--- config.mk ---
export PLATFORM = sky130hd
export DESIGN_NAME = histogram_haritalama
export DESIGN_NICKNAME = d
export VERILOG_FILES = /design/src/rtl/histogram_haritalama.sv
export SDC_FILE = /design/constraint.sdc
export NUM_CORES = 1
export LEC_CHECK = 0
export CAP_MARGIN = 20
export CORE_ASPECT_RATIO = 1.4
export CORE_MARGIN = 2
export CORE_UTILIZATION = 65
export CTS_BUF_LIST = sky130_fd_sc_hd__clkbuf_4 sky130_fd_sc_hd__clkbuf_8 sky130_fd_sc_hd__clkbuf_16
export DETAILED_ROUTE_END_ITERATION = 12
export HOLD_SLACK_MARGIN = 0.06
export PLACE_DENSITY_LB_ADDON = 0.05
export SYNTH_ARGS = -nofsm -noshare
export SYNTH_HDL_FRONTEND = slang
export SYNTH_SLANG_ARGS = --single-unit
--- constraint.sdc ---
create_clock -name clk_i -period 28.1 [get_ports clk_i]
set_input_delay 5.62 -clock clk_i [delete_from_list [all_inputs] [get_ports clk_i]]
set_output_delay 5.62 -clock clk_i [all_outputs]
set_load 0.02 [all_outputs]
--- src/rtl/histogram_haritalama.sv ---
`default_nettype none
// ============================================================================
// histogram_haritalama : pipelined histogram-equalisation mapper (CDF -> level)
// Revision 1.0 - initial release
// ============================================================================
module histogram_haritalama #(
    parameter  int M        = 320,
    parameter  int N        = 240,
    parameter  int PIKSEL_W = 8,
    parameter  int KANAL_W  = 2,
    localparam int CDF_W    = $clog2(M*N+1)
) (
    input  logic                clk_i,
    input  logic                rstn_i,
    input  logic                etkin_i,
    input  logic                stal_i,
    input  logic                mod_i,
    input  logic [PIKSEL_W-1:0] piksel_i,
    input  logic [KANAL_W-1:0]  kanal_i,
    input  logic [CDF_W-1:0]    cdf_min_i,
    input  logic [CDF_W-1:0]    cdf_i,
    output logic [PIKSEL_W-1:0] sonuc_o,
    output logic [KANAL_W-1:0]  kanal_o,
    output logic                hazir_o,
    output logic                mesgul_o
);

    localparam int                DW   = CDF_W + PIKSEL_W + 2;
    localparam int                MN   = M * N;
    localparam logic [CDF_W:0]    MN_W = (CDF_W+1)'(MN);
    localparam logic [PIKSEL_W-1:0] L_W = '1;

    typedef enum logic [2:0] {
        SINIF_NORM   = 3'd0,
        SINIF_ZERO   = 3'd1,
        SINIF_IDENT  = 3'd2,
        SINIF_SAT    = 3'd3,
        SINIF_BYPASS = 3'd4
    } sinif_t;

    // S0 registers
    logic                s0_gecerli_q;
    logic [CDF_W:0]      s0_num_q, s0_num_d;
    logic [CDF_W:0]      s0_den_q, s0_den_d;
    logic [KANAL_W-1:0]  s0_kanal_q;
    logic [PIKSEL_W-1:0] s0_piksel_q;
    sinif_t              s0_sinif_q, s0_sinif_d;

    // Index 0 is S1; index k+1 holds the result of divide step k.
    logic                p_gecerli_q [0:PIKSEL_W];
    logic [KANAL_W-1:0]  p_kanal_q   [0:PIKSEL_W];
    logic [PIKSEL_W-1:0] p_piksel_q  [0:PIKSEL_W];
    sinif_t              p_sinif_q   [0:PIKSEL_W];
    logic [DW-1:0]       p_rem_q     [0:PIKSEL_W];
    logic [DW-1:0]       p_rem_d     [0:PIKSEL_W];
    logic [DW-1:0]       p_dvs_q     [0:PIKSEL_W];
    logic [DW-1:0]       p_dvs_d     [0:PIKSEL_W];
    logic [PIKSEL_W-1:0] p_quot_q    [0:PIKSEL_W];
    logic [PIKSEL_W-1:0] p_quot_d    [0:PIKSEL_W];

    logic [PIKSEL_W-1:0] sonuc_q, sonuc_d;
    logic [KANAL_W-1:0]  kanal_q;
    logic                hazir_q;
    logic                mesgul;

    always_comb begin
        s0_num_d = {1'b0, cdf_i} - {1'b0, cdf_min_i};
        s0_den_d = MN_W - {1'b0, cdf_min_i};
        if (mod_i)
            s0_sinif_d = SINIF_BYPASS;
        else if (s0_num_d[CDF_W])
            s0_sinif_d = SINIF_ZERO;
        else if (s0_den_d == '0)
            s0_sinif_d = SINIF_IDENT;
        else if ({1'b0, cdf_i} > MN_W)
            s0_sinif_d = SINIF_SAT;
        else
            s0_sinif_d = SINIF_NORM;
    end

    always_comb begin
        logic [DW-1:0] n_ext;
        n_ext       = DW'(s0_num_q);
        // 2*num*L + den, with num*L formed as (num << PIKSEL_W) - num
        p_rem_d[0]  = (n_ext << (PIKSEL_W + 1)) - (n_ext << 1) + DW'(s0_den_q);
        p_dvs_d[0]  = DW'({s0_den_q, 1'b0});
        p_quot_d[0] = '0;
        for (int k = 0; k < PIKSEL_W; k++) begin
            logic [DW-1:0] kaydir;
            logic          ge;
            kaydir        = p_dvs_q[k] << (PIKSEL_W - 1 - k);
            ge            = (p_rem_q[k] >= kaydir);
            p_rem_d[k+1]  = ge ? (p_rem_q[k] - kaydir) : p_rem_q[k];
            p_dvs_d[k+1]  = p_dvs_q[k];
            p_quot_d[k+1] = (p_quot_q[k] << 1) | PIKSEL_W'(ge);
        end
    end

    always_comb begin
        sonuc_d = '0;
        case (p_sinif_q[PIKSEL_W])
            SINIF_BYPASS: sonuc_d = p_piksel_q[PIKSEL_W];
            SINIF_ZERO:   sonuc_d = '0;
            SINIF_IDENT:  sonuc_d = p_piksel_q[PIKSEL_W];
            SINIF_SAT:    sonuc_d = L_W;
            default:      sonuc_d = p_quot_q[PIKSEL_W];
        endcase
    end

    always_ff @(posedge clk_i) begin
        if (!rstn_i) begin
            s0_gecerli_q <= 1'b0;
            s0_num_q     <= '0;
            s0_den_q     <= '0;
            s0_kanal_q   <= '0;
            s0_piksel_q  <= '0;
            s0_sinif_q   <= SINIF_NORM;
            for (int k = 0; k <= PIKSEL_W; k++) begin
                p_gecerli_q[k] <= 1'b0;
                p_kanal_q[k]   <= '0;
                p_piksel_q[k]  <= '0;
                p_sinif_q[k]   <= SINIF_NORM;
                p_rem_q[k]     <= '0;
                p_dvs_q[k]     <= '0;
                p_quot_q[k]    <= '0;
            end
            sonuc_q <= '0;
            kanal_q <= '0;
            hazir_q <= 1'b0;
        end else if (!stal_i) begin
            s0_gecerli_q <= etkin_i;
            s0_num_q     <= s0_num_d;
            s0_den_q     <= s0_den_d;
            s0_kanal_q   <= kanal_i;
            s0_piksel_q  <= piksel_i;
            s0_sinif_q   <= s0_sinif_d;
            p_gecerli_q[0] <= s0_gecerli_q;
            p_kanal_q[0]   <= s0_kanal_q;
            p_piksel_q[0]  <= s0_piksel_q;
            p_sinif_q[0]   <= s0_sinif_q;
            for (int k = 0; k < PIKSEL_W; k++) begin
                p_gecerli_q[k+1] <= p_gecerli_q[k];
                p_kanal_q[k+1]   <= p_kanal_q[k];
                p_piksel_q[k+1]  <= p_piksel_q[k];
                p_sinif_q[k+1]   <= p_sinif_q[k];
            end
            for (int k = 0; k <= PIKSEL_W; k++) begin
                p_rem_q[k]  <= p_rem_d[k];
                p_dvs_q[k]  <= p_dvs_d[k];
                p_quot_q[k] <= p_quot_d[k];
            end
            sonuc_q <= sonuc_d;
            kanal_q <= p_kanal_q[PIKSEL_W];
            hazir_q <= p_gecerli_q[PIKSEL_W];
        end
    end

    always_comb begin
        mesgul = s0_gecerli_q | hazir_q;
        for (int k = 0; k <= PIKSEL_W; k++)
            mesgul = mesgul | p_gecerli_q[k];
    end

    assign sonuc_o  = sonuc_q;
    assign kanal_o  = kanal_q;
    assign hazir_o  = hazir_q;
    assign mesgul_o = mesgul;

endmodule
`default_nettype wire

### After elaboration in Yosys (flattened, before gate mapping)

Memory sizes are Yosys's and may differ from the RTL's. A register that Yosys moved wholly into a read port is not among the register bits.
Index checks and enable logic that the tools add are counted.

| storage, ports and cells | value |
|---|---|
| output and inout bits | 12 |
| register bits | 59 |
| memory bits (writable) | 684 |
| logic and storage cells | 205 |
| input port bits | 49 |
| memories kept | 7 |

Memories:

| memory | words | width | read ports | clocked after Yosys merged registers in | write ports | line | source |
|---|---|---|---|---|---|---|---|
| p_dvs_q | 9 | 27 | 8 | 0 | 9 | 56 | `logic [DW-1:0] p_dvs_q [0:PIKSEL_W];` |
| p_rem_q | 9 | 27 | 8 | 0 | 9 | 54 | `logic [DW-1:0] p_rem_q [0:PIKSEL_W];` |
| p_piksel_q | 9 | 8 | 9 | 0 | 9 | 52 | `logic [PIKSEL_W-1:0] p_piksel_q [0:PIKSEL_W];` |
| p_quot_q | 9 | 8 | 9 | 0 | 9 | 58 | `logic [PIKSEL_W-1:0] p_quot_q [0:PIKSEL_W];` |
| p_sinif_q | 9 | 3 | 9 | 0 | 9 | 53 | `sinif_t p_sinif_q [0:PIKSEL_W];` |
| p_kanal_q | 9 | 2 | 9 | 1 | 9 | 51 | `logic [KANAL_W-1:0] p_kanal_q [0:PIKSEL_W];` |
| 1 more memories | -- | -- | -- | -- | -- | -- |  |

| operators by class | value |
|---|---|
| equal/unequal tests | 4 |
| $lt $le $gt $ge | 9 |
| mux-type cells | 80 |
| bitwise operators | 81 |
| add/sub/neg operators | 12 |
| reductions and logical operators | 4 |

Operators by type and width:

| operator | number |
|---|---|
| 2-to-1 mux 27 bit | 26 |
| >= comparator 27 bit | 8 |
| subtractor 27 bit | 8 |
| 2-to-1 mux 8 bit | 18 |
| bitwise OR 1 bit | 73 |
| bitwise OR 8 x 1 -> 8 bit | 8 |
| 2-to-1 mux 3 bit | 12 |
| adder 27 x 18 -> 27 bit | 1 |
| subtractor 27 x 19 -> 27 bit | 1 |
| one-hot mux 8 bit (3 select lines) | 1 |
| 2-to-1 mux 2 bit | 10 |
| logical NOT 18 bit | 1 |
| subtractor 17 x 17 -> 18 bit | 1 |
| subtractor 17 x 17 -> 18 bit, first input constant | 1 |
| greater-than comparator 17 bit, second input constant | 1 |
| 2-to-1 mux 1 bit | 13 |
| equality test 3 x 2 -> 1 bit, second input constant | 2 |
| equality test 3 x 1 -> 1 bit, second input constant | 1 |
| equality test 3 bit, second input constant | 1 |
| logical NOT 1 bit | 2 |
| OR reduction 2 bit | 1 |

### Logic depth before layout (Yosys ltp)

Gate-level depths: netlist (run 1).

| depth | value |
|---|---|
| depth in word-level cells | 10 |
| depth in mapped cells | 13 |

### Least setup slack after synthesis (run 1)

OpenSTA, ideal clock, no wires.

| timing path | value |
|---|---|
| kind | in2reg |
| start point | input stal_i |
| end point | memory p_dvs_q[0][10] in the netlist's numbering (enable) |
| arrival | 15.429 ns |
| stages on the path | 3 |
| required time | 23.986 ns |
| slack | 8.556 ns |
| buffers on the path | 1 |
| cell sequence | clkbuf_1 -> and2_1 -> clkinv_1 |

RTL lines:

| item | line | source |
|---|---|---|
| from (decl) | 16 | `input logic stal_i,` |
| to (decl) | 56 |  |

==> impl_metrics.json, run 1 <==
{
  "initialDrtViolationCount": 1426,
  "cts-root-buf": "clkbuf_16",
  "whs_endpoint": "s0_num_q[4]",
  "cp_data_required_time_ns": 28.32,
  "r2r_slack_ns": 24.22,
  "ys_seq_elements": 575,
  "min_from": "s0_num_q[4]",
  "via_per_inst": 5.97,
  "finalSetupViolations": 0,
  "worstSetupStartpointType": "input pin",
  "portBuffers": 60,
  "worstSetupEndpointType": "flop",
  "synth_ff_type": "edfxtp_1",
  "max_slew.worst_pin.slew_ns": 1.15,
  "coreArea_mm2": 0.0492,
  "p_clk_frac": 0.270,
  "synthCells": 3068,
  "rows": 96,
  "outcome": "complete, no violations",
  "gp_congestion": 0.922,
  "syn-mean-instance-area_um2": 10.6,
  "post-cts-setup-buffers": 0,
  "tns_ns": 0,
  "cts_tree": "done",
  "dp_hpwl_um": 51700,
  "clk_path_buf_depth": 3,
  "top_level_ports": 61,
  "reg2reg_depth": 12,
  "drive_gt1_frac": 0.0532,
  "internal_power_uw": 1820,
  "r2r-start": "s0_num_q[0]",
  "num_vias": 22536,
  "maxSlewHeadroom": 0.235,
  "cts_buffers": 54,
  "synthDistinctLibCells": 87,
  "hold_violations": 0,
  "synthArstFlopShare": 0,
  "clkTransAtPathRegs_ns": 0.06,
  "grt_pass1_vias": 22873,
  "synth_edf_count": 514,
  "ant_nets": 0,
  "pwr-share-seq": 0.401,
  "cpPeakStageDelay_ns": 0.95,
  "clock_latency_ns": 0.60,
  "start_util": 0.659,
  "antenna_cells": 0,
  "nNetsFinal": 3356,
  "hold_path_depth": 2,
  "combPwrFrac": 0.329,
  "final_util": 0.718,
  "clock_sinks": 575,
  "synth_sequential_area_ratio": 0.513,
  "cp_max_fo": 203,
  "slew_violations": 0,
  "min_path_type": "reg2reg",
  "synth_nets": 3330,
  "fin_worst_skew_ns": 0.0144,
  "p_per_area_mw_per_mm2": 76.7,
  "crit_type": "in2reg",
  "cp_common_cell": "buf_4",
  "htreeDepth": 2,
  "vdd.ir_drop.worst_v": 0.0000534,
  "synthToLayoutAreaGrowth_pct": 8.95,
  "period_minus_slack_ns": 9.23,
  "wl_um": 71800,
  "grt_pass1_wl_um": 114000,
  "p_sw_frac": 0.330,
  "fp.dieW_um": 193,
  "grt_use_total": 0.280,
  "antenna_found_initial": 0,
  "path_cells": "clkdlybuf4s50_1 -> buf_4 -> and2_1 -> inv_8 -> buf_12 -> buf_4",
  "max_cap_viol_count": 0,
  "route.detailed.drc": 0,
  "synth_area_mm2": 0.0325,
  "fill_cells": 3499,
  "power_switching_uw": 895,
  "power_leakage_uw": 0.0145,
  "max_freq_mhz": 108,
  "crit_arrival_ns": 9.45,
  "synth-warning-count": 0,
  "final.period_utilization": 0.328,
  "cts_resized": 0,
  "r2r_end": "p_rem_q[0][21]",
  "dr.pass1.iters": 7,
  "grt_max_degree": 204,
  "die_h_um": 268,
  "fin_area_mm2": 0.0354,
  "rsz0062_at_grt": "false",
  "fp.dieArea_mm2": 0.0518,
  "cpMaxStageDelayCell": "buf_4",
  "postCtsHoldBufs": 0,
  "routedWlPerCell_um": 19.0,
  "placed_cell_area_mm2": 0.0336,
  "overflow": 0
}
cells in the mapped netlist, types with 5 or more instances:
library cell  count  area, µm²
nor2b_1          52        325
a21boi_0          7       52.6
nor2_1          409       1540
nand4b_1          6       52.6
nor4_1           20        125
nand4_1          21        131
a31oi_1          24        150
buf_2            14       70.1
a211oi_1         21        158
o21ai_0         116        581
a211oi_2          6       75.1
o22ai_1          23        144
or3_1            11       68.8
and4_1            7       61.3
or4_1             9       67.6
o211ai_1         14        105
buf_1             6       22.5
o31a_1            9       78.8
o21a_1           27        203
nand2_1         142        533
inv_1           234        878
nand2b_1         28        175
and2_1          241       1510
nor3_1           45        225
a21oi_1         186        931
fa_1             18        360
a211o_1           5       43.8
a21o_1           80        601
dfxtp_1          61       1220
o31ai_1          14        105
or2_2             9       56.3
edfxtp_1        514      15400
xor2_1           67        587
clkbuf_1         81        304
xnor2_1          99        867
ha_1            195       2440
nand3_1          46        230
o21bai_1         13       97.6
and3_1           14       87.6
mux2i_1          86        861
routing by layer:
metal / global-route usage / vias up / wire length (µm)
li1: - / 10906 / -
met2: 0.542 / 599 / 39300
met5: 0 / - / 0
met1: 0.281 / 10773 / 24900
met4: 0.176 / 0 / 5020
met3: 0.0323 / 258 / 2570
power groups by stage:
stage / Combinational, µW / Clock (µW) / Sequential (µW)
global placement: 851 / 0 / 1100
global route: 984 / 771 / 1090
finish: 893 / 734 / 1090
floorplan: 682 / 0 / 1100
detailed placement: 874 / 0 / 1100
CTS: 881 / 741 / 1090
metrics by stage:
stage                     setup WS [ns]  instances  power, µW  hold WS [ns]
after CTS                         19.02       3776       2710         0.502
after floorplan                    8.56       3068       1780         0.418
after detailed placement          18.38       3674       1980         0.486
after global routing              18.68       3777       2850         0.529
final                             18.87       3777       2710         0.503
after global placement            18.43       3674       1950         0.466
cells by family (layout without fill, tap and decap cells):
group | count (synthesis) | in the layout | synth area share
flip-flops | 575 | 575 | 0.513
AO/OA/AOI/OAI | 605 | 605 | 0.123
AND/OR/NAND/NOR | 1079 | 1079 | 0.165
multiplexers | 87 | 87 | 0.0269
buffers and inverters | 343 | 415 | 0.0415
adder cells (fa/ha/maj) | 213 | 213 | 0.0862
XOR/XNOR | 166 | 166 | 0.0448
worst max path at each step:
stage,startpoint,endpoint,depth (start not counted)
5_1_grt,rstn_i,p_rem_q[0][101],6
6_report,rstn_i,p_rem_q[0][101],6
2_1_floorplan,stal_i,p_dvs_q[0][10],3
3_3_place_gp,rstn_i,p_dvs_q[0][86],6
3_5_place_dp,rstn_i,p_dvs_q[0][86],6
4_1_cts,rstn_i,p_dvs_q[0][88],6
critical path, delay by kind of cell:
family                 cells  cell delay, ns
buffers and inverters      5            2.98
AND/OR/NAND/NOR            1            0.31
sequential cells by signal, summed over array words and instances, names as in the netlist, 18 cells and up:
signal,count
p_dvs_q,136
p_kanal_q,18
p_piksel_q,72
p_quot_q,36
p_rem_q,216
p_sinif_q,27
s0_den_q,18
s0_num_q,18
layout by cell type, fill, tap and decap left out, types with 45 or more instances in the layout:
master,n
a21o_1,80
a21oi_1,185
and2_1,241
clkbuf_16,55
clkdlybuf4s50_1,59
dfxtp_1,61
edfxtp_1,514
ha_1,195
inv_1,234
mux2i_1,86
nand2_1,142
nand3_1,46
nor2_1,409
nor2b_1,51
nor3_1,45
o21ai_0,116
xnor2_1,99
xor2_1,67
layout make-up:
type | count | area (µm²) | share of cell area
Clock buffer | 81 | 1600 | 0.0453
Sequential cell | 575 | 16700 | 0.471
Multi-Input combinational cell | 2150 | 14500 | 0.410
Clock inverter | 21 | 200 | 0.00566
Tap cell | 637 | 797 | 0.0225
Inverter | 235 | 890 | 0.0251
Timing Repair Buffer | 78 | 741 | 0.0209
No activity file was read; power rests on OpenSTA's default activity.
==> run 2, diff against run 1 <==
- CORE_UTILIZATION: 65 -> 63
- clock period: 28.1 -> 8.55 ns (I/O delays scaled with it)
==> impl_metrics.json, run 2 (synthesis results as in run 1) <==
{
  "outcome": "complete, no violations",
  "nNetsFinal": 3358,
  "reg.largest.list": "p_rem_q (216), p_dvs_q (136), p_piksel_q (72)",
  "crit_type": "in2reg",
  "vdd.ir_drop.worst_v": 0.000174,
  "die_h_um": 273,
  "cts_resized": 0,
  "rows": 98,
  "hold_violations": 0,
  "cp_max_fo": 164,
  "via_per_inst": 5.83,
  "tns_ns": 0,
  "cts_tree": "done",
  "power_leakage_uw": 0.0145,
  "start_util": 0.637,
  "gp_congestion": 0.960,
  "slew_violations": 0,
  "max_cap_viol_count": 0,
  "maxSlewHeadroom": 0.327,
  "drive_gt1_frac": 0.0513,
  "final_util": 0.695,
  "crit_arrival_ns": 4.79,
  "period_minus_slack_ns": 4.46,
  "crit_buf_inv": 5,
  "fp.dieW_um": 196,
  "route.detailed.drc": 0,
  "worstSetupStartpointType": "input pin",
  "synthToLayoutAreaGrowth_pct": 9.10,
  "clock_sinks": 575,
  "cp_data_required_time_ns": 8.88,
  "initialDrtViolationCount": 1031,
  "antenna_cells": 0,
  "fp.dieArea_mm2": 0.0534,
  "portBuffers": 60,
  "post-cts-setup-buffers": 0,
  "coreArea_mm2": 0.0510,
  "final_common_cell": "edfxtp_1",
  "path_cells": "clkdlybuf4s50_1 -> buf_4 -> and2_1 -> clkinv_16 -> buf_4 -> buf_16",
  "cpMaxStageDelayCell": "clkdlybuf4s50_1",
  "rsz0062_at_grt": "false",
  "final.period_utilization": 0.522,
  "finalSetupViolations": 0,
  "cts-root-buf": "clkbuf_16",
  "num_vias": 22091,
  "wl_um": 69100,
  "antenna_found_initial": 0,
  "top_level_ports": 61,
  "cp_top_family": "buffers and inverters",
  "dr.pass1.iters": 5,
  "postCtsHoldBufs": 0,
  "grt_pass1_vias": 22136,
  "max_freq_mhz": 224,
  "mostFrequentLayoutCells": "514 x edfxtp_1, 409 x nor2_1, 241 x and2_1, 234 x inv_1, 195 x ha_1",
  "fin_worst_skew_ns": 0.0287,
  "dp_hpwl_um": 50200,
  "clk_path_buf_depth": 3,
  "max_slew.worst_pin.slew_ns": 1.01,
  "largest_reg_flops": 216,
  "p_per_area_mw_per_mm2": 249,
  "cts_buffers": 55,
  "cpPeakStageDelay_ns": 0.92,
  "min_path_type": "reg2reg",
  "registers.top_by_ff_count": "p_rem_q",
  "routedWlPerCell_um": 18.2,
  "ant_nets": 0,
  "grt_pass1_wl_um": 109000,
  "htreeDepth": 2,
  "clkTransAtPathRegs_ns": 0.07,
  "grt_max_degree": 219,
  "worstSetupEndpointType": "flop",
  "overflow": 0,
  "cp_common_cell": "buf_4",
  "grt_use_total": 0.258,
  "clock_latency_ns": 0.63
}
==> run 2: changes by cell type in the layout (fill, tap and decap cells not counted), moves of 2 or more <==
cell,change
clkinv_16,+3
clkinvlp_4,+2
clkbuf_4,-6
clkinv_2,-2
clkinv_1,+6
inv_16,-2
==> run 2: worst paths after layout <==
check         startpoint              end  slack, ns  cells after the start
min reg2reg  s0_num_q[4]      s0_num_q[4]       0.47                      2
max reg2reg  s0_num_q[0]   p_rem_q[0][25]       4.64                     12
min          s0_num_q[4]      s0_num_q[4]       0.47                      2
max               rstn_i  p_rem_q[0][199]       4.09                      6
==> run 2: power breakdown <==
group | internal [µW] | total, µW | switching [µW]
clock network | 1310 | 2360 | 1040
logic | 1210 | 2890 | 1680
registers | 3400 | 3570 | 170
total | 5920 | 8810 | 2890
==> run 2: layer usage <==
layer / vias to the layer above / track usage / part of all wire
li1: 10936 / - / -
met1: 10466 / 0.253 / 0.36
met2: 484 / 0.513 / 0.55
met3: 205 / 0.0292 / 0.029
met4: 0 / 0.149 / 0.060
met5: - / 0 / 0
==> run 2: cell type report <==
cell class | instances | area (µm²)
Inverter | 235 | 908
Clock inverter | 26 | 218
Tap cell | 650 | 813
Timing Repair Buffer | 79 | 783
Clock buffer | 75 | 1560
Sequential cell | 575 | 16700
Multi-Input combinational cell | 2150 | 14500
Fill cell | 3809 | 15600
==> run 2: per-stage QoR <==
stage	instances	total power, µW	setup slack (ns)	hold slack [ns]	cell area (µm²)
final	3790	8810	4.09	0.474	35400
after global routing	3790	9290	3.84	0.484	35400
after CTS	3789	8840	4.07	0.478	35400
after detailed placement	3688	6460	3.42	0.469	33600
after global placement	3688	6380	3.48	0.469	33600
after floorplan	3068	5810	2.79	0.418	32500
==> run 2: worst reg2reg max path: cells and delay by family (launching register included) <==
kind,cells,cell delay (ns)
compound gates,6,1.87
xor+xnor,1,0.19
fa+ha+maj,2,0.85
buf+inv,1,0.08
flops,1,0.44
simple gates,2,0.18
==> run 3, diff against run 2 <==
- clock period: 8.55 -> 4.4 ns (I/O delays scaled with it)
==> impl_metrics.json, run 3 (synthesis results as in run 1) <==
{
  "start_util": 0.637,
  "cp_max_fo": 4,
  "period_minus_slack_ns": 3.70,
  "power_leakage_uw": 0.0147,
  "finalPower_uw": 17400,
  "synthToLayoutAreaGrowth_pct": 10.1,
  "cts_buffers": 54,
  "internal_power_uw": 11800,
  "r2r_end": "p_rem_q[0][25]",
  "worstSetupEndpointType": "flop",
  "registers.top_by_ff_count": "p_rem_q",
  "clkTransAtPathRegs_ns": 0.06,
  "worstSetupStartpointType": "flop",
  "drive_gt1_frac": 0.0559,
  "max_freq_mhz": 270,
  "clk_path_buf_depth": 3,
  "hold_violations": 0,
  "hold_path_depth": 2,
  "reg2reg_depth": 12,
  "cp_data_required_time_ns": 4.75,
  "final_common_cell": "edfxtp_1",
  "post-cts-setup-buffers": 0,
  "grt_max_degree": 111,
  "tns_ns": 0,
  "grt_use_total": 0.271,
  "top_level_ports": 61,
  "cpMaxStageDelayCell": "a2111oi_2",
  "coreArea_mm2": 0.0510,
  "cpPeakStageDelay_ns": 0.57,
  "combPwrFrac": 0.324,
  "clock_latency_ns": 0.63,
  "slew_violations": 0,
  "final.period_utilization": 0.841,
  "crit_arrival_ns": 4.05,
  "htreeDepth": 2,
  "p_clk_frac": 0.277,
  "overflow": 0,
  "p_sw_frac": 0.325,
  "r2r-start": "s0_num_q[0]",
  "mostFrequentLayoutCells": "514 x edfxtp_1, 409 x nor2_1, 241 x and2_1, 234 x inv_1, 195 x ha_1",
  "wl_um": 71500,
  "max_cap_viol_count": 0,
  "fill_cells": 3664,
  "portBuffers": 60,
  "dr.pass1.iters": 6,
  "crit_type": "reg2reg",
  "outcome": "complete, no violations",
  "r2r_slack_ns": 0.70,
  "postCtsHoldBufs": 0,
  "ant_nets": 0,
  "cts_tree": "done",
  "die_h_um": 273,
  "p_per_area_mw_per_mm2": 487,
  "finalSetupViolations": 0,
  "maxSlewHeadroom": 0.385,
  "grt_pass1_vias": 22859,
  "fin_worst_skew_ns": 0.0307,
  "pwr-share-seq": 0.399,
  "largest_reg_flops": 216,
  "pre_cts_ws_ns": 0.482,
  "min_from": "s0_num_q[4]",
  "gp_congestion": 0.940,
  "rows": 98,
  "fp.dieW_um": 196,
  "max_slew.worst_pin.slew_ns": 0.922,
  "routedWlPerCell_um": 18.8,
  "min_path_type": "reg2reg",
  "dp_hpwl_um": 52700,
  "route.detailed.drc": 0,
  "initialDrtViolationCount": 1478,
  "clock_sinks": 575,
  "rsz0062_at_grt": "false",
  "reg.largest.list": "p_rem_q (216), p_dvs_q (136), p_piksel_q (72)",
  "nNetsFinal": 3368,
  "antenna_found_initial": 0,
  "power_switching_uw": 5660,
  "fin_ws_ns": 0.699,
  "fp.dieArea_mm2": 0.0534,
  "vdd.ir_drop.worst_v": 0.000349,
  "antenna_cells": 0,
  "whs_endpoint": "s0_num_q[4]",
  "cts_resized": 0,
  "path_cells": "inv_1 -> ha_1 -> fa_1 -> a21o_1 -> a21o_1 -> a2111oi_2 -> o211ai_1 -> a31oi_1 -> nor2_1 -> a21oi_1 -> xor2_1 -> nor2_1",
  "cts-root-buf": "clkbuf_16",
  "grt_pass1_wl_um": 115000,
  "num_vias": 22437,
  "via_per_inst": 5.90
}
-- run 3: cell types whose count changed in the layout (fill, tap and decap cells not counted), sizes merged --
cell | previous run | this run
inv | 234 | 236
buf | 20 | 31
bufinv | 1 | 4
clkinv | 22 | 19
clkinvlp | 4 | 2
-- run 3: per-stage QoR --
step	utilization	hold slack, ns	cells	area [µm²]
after floorplan	-	0.418	3068	32500
after global placement	0.664	0.462	3700	33900
after detailed placement	0.664	0.467	3700	33900
after CTS	0.701	0.475	3801	35700
after global routing	0.701	0.529	3801	35700
final	0.701	0.473	3801	35700
-- run 3: power groups by stage --
stage / combinational (µW) / clock [µW] / sequential (µW)
final: 5640 / 4830 / 6940
after global routing: 6240 / 5110 / 6990
after CTS: 5590 / 4910 / 6940
after detailed placement: 5540 / 0 / 7050
after global placement: 5390 / 0 / 7030
after floorplan: 4360 / 0 / 6910
-- run 3: metal layers --
metal / global-route usage / vias up / wire length, µm
li1: - / 10956 / -
met1: 0.282 / 10711 / 26000
met2: 0.525 / 561 / 39000
met3: 0.0322 / 209 / 2310
met4: 0.146 / 0 / 4120
met5: 0 / - / 0
-- run 3: worst max-delay path by stage --
stage / start / to / depth (start not counted)
after global placement: cdf_min_i[2] / s0_num_q[16] / 13
after detailed placement: cdf_min_i[1] / s0_sinif_q[1] / 12
after floorplan: stal_i / p_dvs_q[0][10] / 3
final: s0_num_q[0] / p_rem_q[0][25] / 12
after global routing: s0_num_q[0] / p_rem_q[0][21] / 12
after CTS: p_dvs_q[0][56] / p_rem_q[0][95] / 12
-- run 3: area by class of cell --
cell class	instances	area (µm²)	area share
clock inverter	26	315	0.00882
multi-input combinational	2150	14500	0.405
tap	650	813	0.0228
clock buffer	75	1580	0.0441
timing repair buffer	90	983	0.0275
sequential	575	16700	0.466
inverter	235	908	0.0254
-- run 3: critical path: cells and delay by family (launching register included) --
| kind | cells | cell delay, ns |
|---|---|---|
| XOR/XNOR | 1 | 0.17 |
| AO/OA/AOI/OAI | 6 | 1.80 |
| AND/OR/NAND/NOR | 2 | 0.17 |
| adder cells (fa/ha/maj) | 2 | 0.83 |
| flip-flops | 1 | 0.39 |
| buffers and inverters | 1 | 0.06 |
